`src/rtl/vvc_mcm_pipe_pkg.sv`:
```
// vvc_mcm_pkg: shared constants, width rule, coefficient split helper.
// No ports; imported by the multiplier bank and its lanes.
package vvc_mcm_pkg;

  localparam int FILT_SHIFT_DEF = 6;
  localparam int OUT_W_DEF = 16;

  function automatic int round_off(input int shift);
    return 1 << (shift - 1);
  endfunction

  localparam int ROUND_OFF = round_off(FILT_SHIFT_DEF);

  typedef logic signed [OUT_W_DEF-1:0] lane_prod_t;

  typedef struct packed {
    logic [15:0] idx;
    logic [3:0]  tz;
  } coef_split_t;

  function automatic bit width_ok(
    input int in_w,
    input int c_w,
    input int out_w
  );
    return out_w >= in_w + c_w + 1;
  endfunction

  // coef = (2*idx+1) << tz; a zero coefficient yields idx=0, tz=0
  function automatic coef_split_t coef_split(
    input logic [15:0] c
  );
    coef_split_t s;
    s = '0;
    for (int i = 15; i >= 0; i--) begin
      if (c[i]) s.tz = 4'(i);
    end
    s.idx = (c >> s.tz) >> 1;
    return s;
  endfunction

endpackage

```
`src/rtl/vvc_mcm_pipe_if.sv`:
```
// vvc_mcm_pipe_if: input beat (valid/ready) and output beat (valid/ready).
// master drives in_* and out_ready; slave is the multiplier bank.
interface vvc_mcm_pipe_if #(
  parameter int IN_W   = 8,
  parameter int C_W    = 6,
  parameter int N_LANE = 4,
  parameter int OUT_W  = 16,
  parameter int ACC_W  = OUT_W + $clog2(N_LANE)
);
  logic                    in_valid;
  logic                    in_ready;
  logic [IN_W-1:0]         in_x;
  logic [N_LANE*C_W-1:0]   in_coef;
  logic [N_LANE-1:0]       in_neg;
  logic                    in_filt;
  logic                    in_clear;
  logic                    out_valid;
  logic                    out_ready;
  logic [N_LANE*OUT_W-1:0] out_prod;
  logic [ACC_W-1:0]        out_acc;
  logic [IN_W-1:0]         out_filt;

  modport master (
    output in_valid, in_x, in_coef, in_neg,
    output in_filt, in_clear, out_ready,
    input  in_ready, out_valid, out_prod,
    input  out_acc, out_filt
  );

  modport slave (
    input  in_valid, in_x, in_coef, in_neg,
    input  in_filt, in_clear, out_ready,
    output in_ready, out_valid, out_prod,
    output out_acc, out_filt
  );
endinterface

```
`src/rtl/vvc_mcm_pipe_lane.sv`:
```
// vvc_mcm_lane: picks the odd fundamental, shifts by tz, applies sign.
// Ports: i_fund (shared odd multiples), i_coef, i_neg -> o_prod.
module vvc_mcm_lane
  import vvc_mcm_pkg::*;
#(
  parameter int C_W   = 6,
  parameter int F_W   = 14,
  parameter int OUT_W = 16
) (
  input  logic [F_W-1:0]          i_fund [2**(C_W-1)],
  input  logic [C_W-1:0]          i_coef,
  input  logic                    i_neg,
  output logic signed [OUT_W-1:0] o_prod
);
  localparam int IDX_W = (C_W > 1) ? C_W - 1 : 1;

  coef_split_t      w_sp;
  logic [IDX_W-1:0] w_idx;
  logic [OUT_W-1:0] w_mag;
  logic             w_unused;

  assign w_unused = ^w_sp.idx[15:IDX_W];

  always_comb begin
    w_sp  = coef_split(16'(i_coef));
    w_idx = w_sp.idx[IDX_W-1:0];
    w_mag = OUT_W'(i_fund[w_idx]) << w_sp.tz;
    if (i_coef == '0)
      o_prod = '0;
    else if (i_neg)
      o_prod = -signed'(w_mag);
    else
      o_prod = signed'(w_mag);
  end
endmodule

```
`src/rtl/vvc_mcm_pipe.sv`:
```
// vvc_mcm_pipe: 3-stage MCM bank (fundamentals, lane products, FIR chain).
// Ports: clk, rst_n, bus (slave side of vvc_mcm_pipe_if).
module vvc_mcm_pipe
  import vvc_mcm_pkg::*;
#(
  parameter int IN_W       = 8,
  parameter int C_W        = 6,
  parameter int N_LANE     = 4,
  parameter int OUT_W      = OUT_W_DEF,
  parameter int ACC_W      = OUT_W + $clog2(N_LANE),
  parameter int FILT_SHIFT = FILT_SHIFT_DEF
) (
  input logic           clk,
  input logic           rst_n,
  vvc_mcm_pipe_if.slave bus
);
  localparam int F_W = IN_W + C_W;
  localparam int NF  = 2**(C_W-1);
  localparam int NT  = N_LANE - 1;
  localparam int RND = round_off(FILT_SHIFT);
  localparam logic signed [ACC_W:0] MAXV =
    (ACC_W+1)'((1 << IN_W) - 1);

  generate
    if (!width_ok(IN_W, C_W, OUT_W)) begin : g_bad_w
      $error("vvc_mcm_pipe: OUT_W too narrow");
    end
  endgenerate

  function automatic logic [F_W-1:0] shadd(
    input logic [IN_W-1:0] x,
    input logic [C_W-1:0]  m
  );
    logic [F_W-1:0] s;
    s = '0;
    for (int b = 0; b < C_W; b++) begin
      if (m[b]) s = s + (F_W'(x) << b);
    end
    return s;
  endfunction

  logic                    w_en;
  logic [F_W-1:0]          w_fund [NF];

  logic                    r_v1;
  logic [F_W-1:0]          r_fund1 [NF];
  logic [N_LANE*C_W-1:0]   r_coef1;
  logic [N_LANE-1:0]       r_neg1;
  logic                    r_filt1;
  logic                    r_clr1;

  logic signed [OUT_W-1:0] w_lane [N_LANE];
  logic                    r_v2;
  logic signed [OUT_W-1:0] r_prod2 [N_LANE];
  logic                    r_filt2;
  logic                    r_clr2;

  logic                    r_v3;
  logic [N_LANE*OUT_W-1:0] r_prod3;
  logic signed [ACC_W-1:0] r_acc3;
  logic [IN_W-1:0]         r_filt3;
  logic signed [ACC_W-1:0] r_tap [NT];

  logic signed [ACC_W-1:0] w_p [N_LANE];
  logic signed [ACC_W-1:0] w_c [NT];
  logic signed [ACC_W-1:0] w_tap_nxt [NT];
  logic signed [ACC_W-1:0] w_acc_nxt;
  logic signed [ACC_W:0]   w_rnd;
  logic signed [ACC_W:0]   w_sh;
  logic [IN_W-1:0]         w_filt_nxt;

  // whole pipe moves as one; bubbles travel with it
  assign w_en         = ~r_v3 | bus.out_ready;
  assign bus.in_ready = w_en;

  generate
    for (genvar j = 0; j < NF; j++) begin : g_fund
      assign w_fund[j] = shadd(bus.in_x, C_W'(2*j+1));
    end
    for (genvar k = 0; k < N_LANE; k++) begin : g_lane
      vvc_mcm_lane #(
        .C_W   (C_W),
        .F_W   (F_W),
        .OUT_W (OUT_W)
      ) u_lane (
        .i_fund (r_fund1),
        .i_coef (r_coef1[k*C_W +: C_W]),
        .i_neg  (r_neg1[k]),
        .o_prod (w_lane[k])
      );
    end
  endgenerate

  always_ff @(posedge clk or negedge rst_n) begin
    if (!rst_n) begin
      r_v1    <= 1'b0;
      r_fund1 <= '{default: '0};
      r_coef1 <= '0;
      r_neg1  <= '0;
      r_filt1 <= 1'b0;
      r_clr1  <= 1'b0;
    end else if (w_en) begin
      r_v1    <= bus.in_valid;
      r_fund1 <= w_fund;
      r_coef1 <= bus.in_coef;
      r_neg1  <= bus.in_neg;
      r_filt1 <= bus.in_filt;
      r_clr1  <= bus.in_clear;
    end
  end

  always_ff @(posedge clk or negedge rst_n) begin
    if (!rst_n) begin
      r_v2    <= 1'b0;
      r_prod2 <= '{default: '0};
      r_filt2 <= 1'b0;
      r_clr2  <= 1'b0;
    end else if (w_en) begin
      r_v2    <= r_v1;
      r_prod2 <= w_lane;
      r_filt2 <= r_filt1;
      r_clr2  <= r_clr1;
    end
  end

  // transposed chain: tap k holds partial sums for lanes k+1..N-1
  always_comb begin
    for (int k = 0; k < N_LANE; k++)
      w_p[k] = ACC_W'(r_prod2[k]);
    for (int k = 0; k < NT; k++)
      w_c[k] = r_clr2 ? '0 : r_tap[k];
    w_acc_nxt = w_p[0] + w_c[0];
    for (int k = 0; k < NT - 1; k++)
      w_tap_nxt[k] = w_p[k+1] + w_c[k+1];
    w_tap_nxt[NT-1] = w_p[N_LANE-1];
    w_rnd = (ACC_W+1)'(w_acc_nxt) + (ACC_W+1)'(RND);
    w_sh  = w_rnd >>> FILT_SHIFT;
    if (w_sh < 0)
      w_filt_nxt = '0;
    else if (w_sh > MAXV)
      w_filt_nxt = '1;
    else
      w_filt_nxt = w_sh[IN_W-1:0];
  end

  always_ff @(posedge clk or negedge rst_n) begin
    if (!rst_n) begin
      r_v3    <= 1'b0;
      r_prod3 <= '0;
      r_acc3  <= '0;
      r_filt3 <= '0;
      r_tap   <= '{default: '0};
    end else if (w_en) begin
      r_v3 <= r_v2;
      if (r_v2) begin
        for (int k = 0; k < N_LANE; k++)
          r_prod3[k*OUT_W +: OUT_W] <= r_prod2[k];
        if (r_filt2) begin
          r_acc3  <= w_acc_nxt;
          r_filt3 <= w_filt_nxt;
          r_tap   <= w_tap_nxt;
        end else begin
          r_acc3  <= '0;
          r_filt3 <= '0;
          if (r_clr2) r_tap <= '{default: '0};
        end
      end
    end
  end

  assign bus.out_valid = r_v3;
  assign bus.out_prod  = r_prod3;
  assign bus.out_acc   = r_acc3;
  assign bus.out_filt  = r_filt3;
endmodule

```
`src/flat_wrapper.sv`:
```
// flat-port wrapper written by rule: the top's interface ports become plain ports
module vvc_mcm_pipe_flat import vvc_mcm_pkg::*;
#(
  parameter int IN_W       = 8,
  parameter int C_W        = 6,
  parameter int N_LANE     = 4,
  parameter int OUT_W      = OUT_W_DEF,
  parameter int ACC_W      = OUT_W + $clog2(N_LANE),
  parameter int FILT_SHIFT = FILT_SHIFT_DEF
)
  (clk, rst_n, bus_in_valid, bus_in_x, bus_in_coef, bus_in_neg, bus_in_filt, bus_in_clear, bus_out_ready, bus_in_ready, bus_out_valid, bus_out_prod, bus_out_acc, bus_out_filt);
  vvc_mcm_pipe_if #(.IN_W(IN_W), .C_W(C_W), .N_LANE(N_LANE), .OUT_W(OUT_W), .ACC_W(ACC_W)) bus_i ();
  input logic clk;
  input logic rst_n;
  input wire logic [$bits(bus_i.in_valid)-1:0] bus_in_valid;
  input wire logic [$bits(bus_i.in_x)-1:0] bus_in_x;
  input wire logic [$bits(bus_i.in_coef)-1:0] bus_in_coef;
  input wire logic [$bits(bus_i.in_neg)-1:0] bus_in_neg;
  input wire logic [$bits(bus_i.in_filt)-1:0] bus_in_filt;
  input wire logic [$bits(bus_i.in_clear)-1:0] bus_in_clear;
  input wire logic [$bits(bus_i.out_ready)-1:0] bus_out_ready;
  output wire logic [$bits(bus_i.in_ready)-1:0] bus_in_ready;
  output wire logic [$bits(bus_i.out_valid)-1:0] bus_out_valid;
  output wire logic [$bits(bus_i.out_prod)-1:0] bus_out_prod;
  output wire logic [$bits(bus_i.out_acc)-1:0] bus_out_acc;
  output wire logic [$bits(bus_i.out_filt)-1:0] bus_out_filt;
  assign bus_i.in_valid = bus_in_valid;
  assign bus_i.in_x = bus_in_x;
  assign bus_i.in_coef = bus_in_coef;
  assign bus_i.in_neg = bus_in_neg;
  assign bus_i.in_filt = bus_in_filt;
  assign bus_i.in_clear = bus_in_clear;
  assign bus_i.out_ready = bus_out_ready;
  assign bus_in_ready = bus_i.in_ready;
  assign bus_out_valid = bus_i.out_valid;
  assign bus_out_prod = bus_i.out_prod;
  assign bus_out_acc = bus_i.out_acc;
  assign bus_out_filt = bus_i.out_filt;
  vvc_mcm_pipe #(.IN_W(IN_W), .C_W(C_W), .N_LANE(N_LANE), .OUT_W(OUT_W), .ACC_W(ACC_W), .FILT_SHIFT(FILT_SHIFT)) u_core (.clk(clk), .rst_n(rst_n), .bus(bus_i));
endmodule
```
`config.mk`:
```
export PLATFORM = sky130hd
export DESIGN_NAME = vvc_mcm_pipe_flat
export DESIGN_NICKNAME = d
export VERILOG_FILES = /design/src/rtl/vvc_mcm_pipe_pkg.sv /design/src/rtl/vvc_mcm_pipe_if.sv /design/src/rtl/vvc_mcm_pipe_lane.sv /design/src/rtl/vvc_mcm_pipe.sv /design/src/flat_wrapper.sv
export SDC_FILE = /design/constraint.sdc
export NUM_CORES = 2
export LEC_CHECK = 0
export BUFFER_PORTS_ARGS = -buffer_cell sky130_fd_sc_hd__buf_2
export CAP_MARGIN = 40
export CORE_UTILIZATION = 28
export CTS_CLUSTER_SIZE = 28
export DETAILED_ROUTE_END_ITERATION = 12
export PLACE_DENSITY_LB_ADDON = 0.12
export SETUP_SLACK_MARGIN = 0.1
export SKIP_CTS_REPAIR_TIMING = 1
export SYNTH_ARGS = -nofsm -noshare
export SYNTH_HDL_FRONTEND = slang
export SYNTH_SLANG_ARGS = --single-unit
```
`constraint.sdc`:
```
create_clock -name clk -period 5.4 [get_ports clk]
set_clock_uncertainty 0.1 [all_clocks]
set_input_delay 0.81 -clock clk [delete_from_list [all_inputs] [get_ports clk]]
set_output_delay 0.81 -clock clk [all_outputs]
set_load 0.02 [all_outputs]
```
## Word level (Yosys, flattened, before mapping)

Cells that the tools add are included.
Widths: inputs -> output; s select.

- Input port bits: 42
- Register bits: 685
- Logic and storage cells: 170
- Output and inout bits: 92

- $add $sub $neg: 39
- Bitwise gates (word level): 6
- Mux-type cells: 53
- Magnitude comparators: 6
- Shift-type cells: 8
- Reductions and logical operators: 7

Operators with widths:

| operator | number |
|---|---|
| $bmux 14 s5 | 4 |
| $add 14x13->14 | 15 |
| $mux 16 | 8 |
| $mux 14 | 8 |
| $mux 54 | 2 |
| $add 14x12->14 | 7 |
| $mux 18 | 4 |
| $mux 4 | 16 |
| $neg 16->16 | 4 |
| $shl 14x4->16 | 4 |
| $add 16x18->18 | 3 |
| $add 14x11->14 | 3 |
| $ge 6x6->1 const B | 4 |
| $logic_not 6->1 | 4 |
| $mux 3 | 8 |
| $mux 8 | 3 |
| $not 5->6 | 4 |
| $shr 6x4->6 | 4 |
| $add 18x7->19 const B | 1 |
| $add 14x10->14 | 1 |
| $add 8x13->14 | 1 |
| $add 8x12->13 | 1 |
| $gt 13x9->1 const B | 1 |
| $lt 13x1->1 const B | 1 |
| other kinds (8) | 8 |

## Depth between registers and ports, before layout

- Word-level depth: 15
- Depth in mapped cells: 28
- Gate-level depth less buffers: 28

## Modules after synthesis

From an unflattened synthesis, not the netlist that was laid out.

- Cell total of the unflattened synthesis: 6792
- Area, all modules: 53070.9 um^2

By module, submodules not included:

| module | times used | area an instance (um^2) | cells an instance | sequential area each (um^2) |
|---|---|---|---|---|
| vvc_mcm_pipe | 1 | 29643.4 | 3152 | 13212.7 |
| vvc_mcm_lane at u_core.g_lane[2].u_lane ... | 2 | 5649.2 | 906 | 0.0 |
| vvc_mcm_lane at u_core.g_lane[0].u_lane | 1 | 6401.1 | 940 | 0.0 |
| vvc_mcm_lane at u_core.g_lane[1].u_lane | 1 | 5728.0 | 888 | 0.0 |

## Worst setup path after synthesis

Ideal clock, no wire load.

- Kind: input-to-reg
- Start: in bus_in_x[0]
- End: reg u_core.r_fund1[12] (netlist bit)
- Arrival: 5481 ps
- Buffers on the path: 0
- Required time: 5167 ps
- Library setup time: 133 ps
- Slack: -314 ps
- Stages on the path: 24
- Cells stage by stage: ha_1 > fa_1 > a21oi_1 > nor2_1 > nor2_1 > xnor2_1 > inv_1 > ha_1 > nand2_1 > o21ai_0 > xor2_1 > ha_1 > xnor2_1 > ha_1 > xnor2_1 > ha_1 > a21o_1 > a21oi_1 > o21bai_1 > a21oi_1 > o21bai_1 > a21oi_1 > xor2_1 > o21ai_0

RTL lines:

| element | line | text |
|---|---|---|
| start, declared | flat_wrapper.sv:16 | `input wire logic [$bits(bus_i.in_x)-1:0] bus_in_x;` |
| end signal, assigned | vvc_mcm_pipe.sv:104 | `r_fund1 <= w_fund;` |
| end, declared | vvc_mcm_pipe.sv:46 | `logic [F_W-1:0] r_fund1 [NF];` |

## Worst setup path after layout

- Start: reg u_core.r_coef1[2]
- End: reg u_core.r_prod2[59] (netlist bit)

- Cells in the longest elaborated chain, start to end: 12
- Elaborated cells between the ends (all ways): 13
- Classes of those cells: add/sub: 1; shift: 2; mux: 8; bitwise: 1; reduce/logical: 1

Ends and longest elaborated chain:

| element | line | text |
|---|---|---|
| start, declared | vvc_mcm_pipe.sv:47 | `logic [N_LANE*C_W-1:0] r_coef1;` |
| start signal, assigned | vvc_mcm_pipe.sv:105 | `r_coef1 <= bus.in_coef;` |
| $mux 4 (3 in a row) | vvc_mcm_pipe_pkg.sv:36 | `if (c[i]) s.tz = 4'(i);` |
| $shr 6x4->6 | vvc_mcm_pipe_pkg.sv:38 | `s.idx = (c >> s.tz) >> 1;` |
| $not 5->6 (not written as such) | vvc_mcm_pipe_lane.sv:27 | `w_mag = OUT_W'(i_fund[w_idx]) << w_sp.tz;` |
| $bmux 14 s5 | vvc_mcm_pipe_lane.sv:27 |  |
| $mux 14 (not written as such) (2 in a row) | vvc_mcm_pipe_lane.sv:27 |  |
| $shl 14x4->16 | vvc_mcm_pipe_lane.sv:27 |  |
| $neg 16->16 | vvc_mcm_pipe_lane.sv:31 | `o_prod = -signed'(w_mag);` |
| $mux 16 | vvc_mcm_pipe_lane.sv:30 | `else if (i_neg)` |
| $mux 16 (*) | vvc_mcm_pipe_lane.sv:28 | `if (i_coef == '0)` |
| end signal, assigned | vvc_mcm_pipe.sv:120 | `r_prod2 <= w_lane;` |
| end, declared | vvc_mcm_pipe.sv:54 | `logic signed [OUT_W-1:0] r_prod2 [N_LANE];` |

Mark *: on every way between the ends. The rest lies on a longest branch, timed or not. The select of a mux whose other input is x is not followed.
A chain may end at the register's enable or synchronous reset.

==> results summary <==
The data required time of the worst path came out at 5.93 ns. The final wirelength came out at 245 mm. The cell with the largest stage delay on the worst path is sky130_fd_sc_hd__a2111oi_0. The floorplan has 147 rows. The count of unresolved DRC violations after routing is 0. The root buffer cell chosen for the clock tree is sky130_fd_sc_hd__clkbuf_16. The post-synthesis cell count is 5627. The signal on the critical path passes through buf_4, nand3b_1, a21oi_4, buf_12, nand2_1, and3_1, a2111oi_0, a311oi_1, buf_4, a2111oi_0, o21a_1, a221oi_2, buf_4, or4b_1, nand3_1. Clock tree synthesis inserted a total of 72 buffers. The die is 404 microns tall. The max-cap violation count is 0. The final estimated routing congestion in global placement came out at 1.04. Among all flip-flop cells after synthesis, the most frequent one is sky130_fd_sc_hd__dfrtp_1.

In this run, placement finished with an instance count of 8126. The wire length of the first global-routing pass is 344 mm. The sum of overflow across all layers after global routing came out at 0. The global routing's busiest layer is met2. The commonest cells after synthesis are sky130_fd_sc_hd__nand2_1, sky130_fd_sc_hd__dfrtp_1, sky130_fd_sc_hd__a21oi_1.

The initial antenna violation count came to 11. The proportion of netlist area held by the largest area contributor is 29.1%. The power consumption is 39600 uW.

In this run the horizontal extent of the chip is 404 microns. For this design the ratio of total power to cell area is 720 nW/um^2. The flow ran to the end, and the final reports show no timing, DRC or antenna violations. The summed instance area of the synthesized netlist came out at 45400 sq um. The maximum achievable frequency is 197 MHz.

The worst setup path is launched from a flop. In the global route stage, met3 resource usage came out at 7.01%. The floorplan step defined a core boundary enclosing 161000 sq um. The number of warnings reported in the yosys synthesis log is 0. The number of library cell types mapped by synthesis came out at 117.

The deepest level of the CTS H-tree came out at 3. For this design the top-level I/O count stands at 134. The most frequent cell on the critical path is sky130_fd_sc_hd__buf_4.

The transition time at the pin with the least slew margin came out at 0.932 ns. In this run, the number of DRC markers left after iteration 0 of detailed routing was 4945. At the later pin of the worst-skew pair, clock insertion delay measures 0.71 ns. The most common cell in the synthesized netlist is sky130_fd_sc_hd__nand2_1.

The biggest area contributor in the post-synthesis netlist is sky130_fd_sc_hd__dfrtp_1. In this run the tightest slew margin relative to its limit is 36.2%. The layout filler cell count came out at 17200.

The layout overhead on the synthesized area is 21.2%. Entering global routing, the biggest net connects 125 pins. The maximum ir drop on the vdd rail is 542 uV. The post-route worst hold slack is 0.0212 ns. The HPWL after detailed placement is 187 mm. The via count of the first global-routing pass came out at 45800.

Setup repair after global routing could not meet its margin everywhere. The count of endpoints failing setup in the final report came out at 0. The sequential fraction of the synthesis area is 29.1%.

Using the TritonRoute via totals, the vias-per-cell ratio works out to 5.77. The remaining antenna violation count came out at 0. The number of hold violations in the final report is 0.

The count of pins over their slew limit is 0. The fraction of the cycle the final worst path needs came out at 93.9%. The critical-path maximum fanout came out at 30. After synthesis, the share of flip-flops with an asynchronous set or reset is 100%. Counting flops and latches in the post-synthesis netlist gives 528. TritonCTS built the clock tree. The count of port buffers added during placement came out at 133. The total iterations of the first detailed-routing run is 8. The maximum root-to-sink buffer count came out at 3. The total clock sinks came out at 528. For this run, global-route usage on met1 was measured as 37.6%.

The register area came out at 13200 sq um. The die covers 164000 sq um. The total negative slack is 0 ns.

In this design, the stage delay of the slowest critical-path cell is 0.81 ns. The leakage power is 0.0246 uW. The area taken by multi-input logic gates came out at 30300 sq um. The min-delay analysis places its worst path in the category input port to async pin. For this run, the post-layout net count is 6395. The clock transition time at the flip-flop clock pins of the worst setup and hold paths came out at 0.06 ns. The met2 usage in global routing is 45.5%. The number of standard cells in the final layout excluding fillers is 8263.

The aggregate global-route resource usage came out at 29.2%. The initial core utilization is 28.2%. The detailed-route wire length per cell came out at 29.6 microns.

STA classifies the critical path endpoint as a flop. The fraction of final layout cells sized beyond drive strength 1 is 18.5%. Each instance of the synthesized netlist takes up on average 8.06 sq um. The utilization of the core after routing is 34.2%. The number of vias after detailed routing came out at 47600. Sorting the synthesized cells by area gives the leading types as sky130_fd_sc_hd__dfrtp_1, sky130_fd_sc_hd__nand2_1, sky130_fd_sc_hd__ha_1. The critical path class is flop to flop.

In this run, synthesis inferred 0 flip-flops with an integrated enable. The arrival time reported for the critical path endpoint is 5.59 ns. The shortest clock period the worst path allows after layout came out at 5.07 ns.

The post-synth net total is 5977.
==> sequential cells by signal (all words and copies together), names as in the netlist <==
| signal | cells |
|---|---|
| u_core.bus.out_filt | 8 |
| u_core.r_filt2 | 1 |
| u_core.r_prod2 | 64 |
| u_core.r_tap | 52 |
| u_core.r_coef1 | 24 |
| u_core.r_clr1 | 1 |
| u_core.r_fund1 | 287 |
| u_core.r_clr2 | 1 |
| u_core.bus.out_acc | 18 |
| u_core.r_v1 | 1 |
| u_core.bus.out_valid | 1 |
| u_core.r_v2 | 1 |
| u_core.bus.out_prod | 64 |
| u_core.r_filt1 | 1 |
| u_core.r_neg1 | 4 |
==> where the power goes <==
group	switching, uW	internal (uW)
logic	15100	10200
registers	3520	5680
clock network	2050	3120
total	20600	19000
==> final timing paths <==
kind,cells past startpoint,to,startpoint,slack [ns]
max in group asynchronous,2,u_core.r_coef1[17],rst_n,3.94
hold / removal,1,u_core.bus.out_filt[4],rst_n,0.02
setup / recovery,15,u_core.r_prod2[59],u_core.r_coef1[2],0.33
hold reg to reg,2,u_core.r_filt1,u_core.r_filt1,0.37
setup reg to reg,15,u_core.r_prod2[59],u_core.r_coef1[2],0.33
min in group clk,3,u_core.r_clr1,bus_in_clear,0.21
==> placed cells by master (no fill, tap or decap), types with 53 or more instances in the layout <==
cell	instances
sky130_fd_sc_hd__xor2_1	92
sky130_fd_sc_hd__nand2_1	918
sky130_fd_sc_hd__a31oi_1	88
sky130_fd_sc_hd__and3_1	153
sky130_fd_sc_hd__nor2_1	292
sky130_fd_sc_hd__nor3_1	62
sky130_fd_sc_hd__a21o_1	91
sky130_fd_sc_hd__xnor2_1	177
sky130_fd_sc_hd__ha_1	268
sky130_fd_sc_hd__inv_1	181
sky130_fd_sc_hd__clkbuf_16	73
sky130_fd_sc_hd__buf_2	132
sky130_fd_sc_hd__mux2i_1	103
sky130_fd_sc_hd__a211oi_1	171
sky130_fd_sc_hd__nand3_1	175
sky130_fd_sc_hd__buf_4	575
sky130_fd_sc_hd__mux2_2	95
sky130_fd_sc_hd__dfrtp_1	526
sky130_fd_sc_hd__o21bai_1	74
sky130_fd_sc_hd__a22o_1	53
sky130_fd_sc_hd__o21ai_0	369
sky130_fd_sc_hd__nor2b_1	102
sky130_fd_sc_hd__a21oi_1	389
==> stage by stage <==
step	instance area (sq um)	setup WS [ns]
after floorplan	45600	0.0738
after global placement	52300	-0.495
after detailed placement	52300	-0.515
after CTS	54800	0.231
after global routing	55000	0.0761
final	55000	0.331
==> final cells by class <==
cell class / instances / share of cell area [%]
flip-flops and latches: 528 / 24.0
diodes: 5 / 0.0228
well taps: 2160 / 4.92
multi-input cells: 4516 / 55.1
inverters: 191 / 1.32
clock inverters: 27 / 0.817
clock buffers: 100 / 3.71
repair buffers: 736 / 10.1
==> layer usage <==
metal	part of all wire, %	up-vias
met5	0.0069	-
met4	5.8	2
met3	8.7	583
met2	44	2236
met1	42	23500
li1	-	21400
==> critical path: cells and delay by family, from the launching register on <==
kind                   cells  cell delay, ns
AO/OA/AOI/OAI              6            2.48
buffers and inverters      4            0.99
flip-flops                 1            0.34
AND/OR/NAND/NOR            5            1.03
==> kinds of logic after synthesis <==
group                    after synthesis  share of synthesized area, %
multiplexers                         204                          4.91
XOR/XNOR                             281                          5.43
buffers and inverters                583                          5.27
flip-flops                           528                          29.1
adder cells (fa/ha/maj)              308                          9.06
AO/OA/AOI/OAI                       1766                          26.0
AND/OR/NAND/NOR                     1957                          20.2
Power figures use the tool's default switching activity.
